**config.mk**
```make
export PLATFORM = sky130hd
export DESIGN_NAME = equal_window_n
export DESIGN_NICKNAME = d
export VERILOG_FILES = /design/src/rtl/equal_window_n.sv
export SDC_FILE = /design/constraint.sdc
export NUM_CORES = 1
export LEC_CHECK = 0
export ABC_AREA = 1
export CORE_AREA = 5 5 42 44
export CTS_CLUSTER_DIAMETER = 50
export DETAILED_ROUTE_END_ITERATION = 16
export DIE_AREA = 0 0 47 49
export PLACE_DENSITY = 0.56
export SLEW_MARGIN = 40
export SYNTH_ARGS = -nofsm -noshare
export SYNTH_HDL_FRONTEND = slang
export SYNTH_SLANG_ARGS = --single-unit
```
**constraint.sdc**
```tcl
create_clock -name aclk -period 1.3 [get_ports aclk]
set_clock_uncertainty 0.1 [all_clocks]
set_input_delay 0.195 -clock aclk [delete_from_list [all_inputs] [get_ports aclk]]
set_output_delay 0.195 -clock aclk [all_outputs]
set_load 0.01 [all_outputs]
```
**src/rtl/equal_window_n.sv**
```systemverilog
`default_nettype none
// ============================================================================
// Module  : equal_window_n
// Brief   : N-input temporal "equal" operator with an arrival-spread tolerance
//           inside one gamma window (race-logic datapaths).
// Revision: 1.0 - initial release
// ============================================================================
module equal_window_n #(
    parameter  int N         = 2,
    parameter  int TOL       = 0,
    parameter  int PULSE_OUT = 0,
    localparam int SW        = (TOL < 1) ? 1 : $clog2(TOL + 1)
) (
    input  logic          aclk,
    input  logic          grst,
    input  logic          rst,
    input  logic [N-1:0]  in,
    output logic          y,
    output logic          done,
    output logic          fail,
    output logic [SW-1:0] spread,
    output logic [N-1:0]  arrived
);

    localparam int WW = $clog2(TOL + 2);
    localparam logic [WW-1:0] TOL_W = WW'(TOL);

    typedef enum logic [1:0] {
        IDLE  = 2'd0,
        OPEN  = 2'd1,
        MATCH = 2'd2,
        FAIL  = 2'd3
    } state_t;

    state_t        state, state_nx;
    logic [WW-1:0] win, win_nx, k;
    logic [SW-1:0] spread_nx;
    logic [N-1:0]  arrived_nx;
    logic          all_in;
    logic          enter_match;

    always_ff @(posedge aclk or negedge grst) begin
        if (!grst) begin
            state   <= IDLE;
            win     <= '0;
            spread  <= '0;
            arrived <= '0;
            done    <= 1'b0;
            fail    <= 1'b0;
        end else if (rst) begin
            state   <= IDLE;
            win     <= '0;
            spread  <= '0;
            arrived <= '0;
            done    <= 1'b0;
            fail    <= 1'b0;
        end else begin
            state   <= state_nx;
            win     <= win_nx;
            spread  <= spread_nx;
            arrived <= arrived_nx;
            done    <= (state_nx == MATCH) || (state_nx == FAIL);
            fail    <= (state_nx == FAIL);
        end
    end

    // The completing arrival is judged against the flags including this edge's sample.
    always_comb begin
        arrived_nx  = arrived | in;
        all_in      = &arrived_nx;
        k           = win + 1'b1;
        state_nx    = state;
        win_nx      = win;
        spread_nx   = spread;
        enter_match = 1'b0;
        case (state)
            IDLE: begin
                if (|in) begin
                    if (all_in) begin
                        state_nx    = MATCH;
                        spread_nx   = '0;
                        enter_match = 1'b1;
                    end else if (TOL > 0) begin
                        state_nx = OPEN;
                        win_nx   = '0;
                    end else begin
                        state_nx = FAIL;
                    end
                end
            end
            OPEN: begin
                if (all_in && (k <= TOL_W)) begin
                    state_nx    = MATCH;
                    spread_nx   = k[SW-1:0];
                    enter_match = 1'b1;
                end else if (!all_in && (k >= TOL_W)) begin
                    state_nx = FAIL;
                end else begin
                    win_nx = k;
                end
            end
            default: begin
            end
        endcase
    end

    generate
        if (PULSE_OUT != 0) begin : g_pulse
            always_ff @(posedge aclk or negedge grst) begin
                if (!grst) begin
                    y <= 1'b0;
                end else if (rst) begin
                    y <= 1'b0;
                end else begin
                    y <= enter_match;
                end
            end
        end else begin : g_level
            always_ff @(posedge aclk or negedge grst) begin
                if (!grst) begin
                    y <= 1'b0;
                end else if (rst) begin
                    y <= 1'b0;
                end else begin
                    y <= (state_nx == MATCH);
                end
            end
        end
    endgenerate

endmodule
`default_nettype wire
```
==> results.yml, run 1 <==
place:
  dp_hpwl_um: 570.3
  gp_congestion: 0.7751
  place_area_um2: 524.3
  dp_cells: 76
  io_buffers: 10
setup_path:
  slowest_delay_ns: 0.38
  cp.arrival_ns: 0.93
  crit_type: "reg2out"
  cp_cell_sequence: "dlygate4sd2_1"
  crit_required_ns: 1.00
  critical_path_buf_inv_count: 1
  rr_worst_depth: 4
  reg2reg_from: "state[1]$_DFF_PN0_"
  path_max_fanout: 3
  worstReg2RegEnd: "state[1]$_DFF_PN0_"
  cp_top_family: "flip-flops"
  r2r_slack_ns: 0.19
  endpoint_kind: "primary output"
  critPathSlowestCell: "dfrtp_1"
  start_kind: "flop"
yosys:
  ys_types: 11
  syn_area_per_cell_um2: 8.094
  yosys_warnings: 0
  yosysSeqAreaShare_pct: 56.78
  synthesis.area_um2: 396.6
  ys_ff_latch: 9
  syn_nets: 54
  syn-instance-count: 49
pwr:
  power_uw: 634.4
  ir_worst_vdd_mv: 0.4780
  leakage_uw: 0.0002974
  power_density_mw_per_mm2: 1168
sta:
  finalCritPeriodShare_pct: 94.44
  hold_viol: 0
  worst_pin_slew_ns: 0.3978
  min_period_ns: 1.228
  rsz0062_at_grt: "no"
  final-setup-viol-count: 0
  whs_ns: 0.1242
  slew_headroom_pct: 73.40
  slew_viol_final: 0
  fmax_ghz: 0.8145
drt:
  wl_met3_um: 63
  drc_errors: 0
  wl_met2_um: 311
  antenna_left: 0
  met1_length_um: 362
  drtPass1Iterations: 2
  routed_wl_um: 769
  top_layer: "met4"
  vias: 331
  drtIter0Drc: 5
  wire_per_inst_um: 9.613
  vias_per_cell: 4.138
floorplanning:
  ioPinCount: 11
  die_h_um: 49
  initial_core_util_pct: 28.30
  row_count: 14
  dieArea_mm2: 0.002303
  core-area_mm2: 0.001401
  die_x_um: 47
cells_and_area:
  layout.nets: 70
  syn_to_final_growth_pct: 36.91
  final_cell_mix: "nor2_1 (10), inv_1 (10), nand2_1 (9), dfrtp_1 (9), dlygate4sd2_1 (6)"
  final_cells: 80
  design_area_um2: 543.0
  antenna_cells: 0
  drive_above_1_share_pct: 15.63
cts:
  cts_tree: "done"
  insertion_delay_ns: 0.26
  clockBufferDepth: 2
  path_clk_slew_ns: 0.06
  cts_sinks: 9
  numCtsBuffers: 3
  cts_max_level: 1
  cts_root_buffer: "clkbuf_4"
global_route:
  grt_antenna_before_repair: 0
  grt_pass1_vias: 324
  grtUsageTotal_pct: 7.960
  grt_overflow: 0
  grt_pass1_wl_mm: 1.262
  grt_start_max_net_pins: 10
job:
  maxCapViolations: 0
outcome:
  outcome: "finished clean"
min_path:
  hold_path_class: "in2async"
timing repair:
action	4_1_cts	5_1_grt
resized for setup	6	0
setup buffers	0	0
endpoints found under the setup margin	6	0
hold buffers	0	0
metrics by stage:
stage / setup TNS [ns] / utilization (%) / worst slack, ns
2_1_floorplan: 0 / - / 0.2429
3_3_place_gp: -0.8913 / 37.41 / -0.1560
3_5_place_dp: -0.7986 / 37.41 / -0.1380
4_1_cts: 0 / 38.75 / 0.06448
5_1_grt: 0 / 38.75 / 0.03474
6_report: 0 / 38.75 / 0.07223
sequential cells by signal, summed over array words and instances (netlist names):
name,cells
spread,1
state,2
y,1
fail,1
arrived,2
win,1
done,1
cell usage after synthesis, drive strengths merged:
| cell type | number | area (um2) |
|---|---|---|
| nand2 | 11 | 46.29 |
| nand3 | 2 | 10.01 |
| dfrtp | 9 | 225.2 |
| nor2 | 12 | 50.05 |
| nor3 | 1 | 5.000 |
| a21oi | 3 | 18.77 |
| inv | 11 | 41.29 |
layout make-up:
type,count,area (um2)
fillers,157,858.3
flip-flops and latches,9,225.2
multi-input cells,29,130.1
repair buffers,11,100.1
inverters,11,41.29
clock buffers,4,26.28
well taps,16,20.02
kinds of logic after synthesis:
logic type / count (synthesis) / share of synthesized area (%)
flops: 9 / 56.78
simple gates: 26 / 28.07
buf+inv: 11 / 10.41
compound gates: 3 / 4.732
power breakdown:
group	internal, uW	leakage (uW)	switching, uW
clock	118	0.0000150	95.0
sequential	301	0.000116	11.5
combinational	47.0	0.000166	61.6
worst max-delay path by stage:
stage / startpoint / end / slack [ns] / cells after the start
CTS: arrived[0]$_DFF_PN0_ / arrived[0] / 0.06 / 1
global route: arrived[0]$_DFF_PN0_ / arrived[0] / 0.03 / 1
detailed placement: in[0] / fail$_DFF_PN0_ / -0.14 / 6
floorplan: arrived[0]$_DFF_PN0_ / fail$_DFF_PN0_ / 0.24 / 5
finish: arrived[0]$_DFF_PN0_ / arrived[0] / 0.07 / 1
global placement: in[0] / fail$_DFF_PN0_ / -0.16 / 6
metal layers:
layer  global-route usage (%)  up-vias
li1                         -      173
met1                    9.729      143
met2                    9.955       10
met3                    3.690        5
met4                    6.912        0
met5                        0        -
No activity file was read; power rests on OpenSTA's default activity.
==> run 2, diff against run 1 <==
Settings changed: SLEW_MARGIN 40 to 30.
==> results of run 2 <==
Same layout as run 1: the final DEF is identical, and so are final timing and power.
==> run 3, diff against run 2 <==
Settings changed: CAP_MARGIN from default to 30.
==> results of run 3 <==
Same layout as run 1: the final DEF is identical, and so are final timing and power.
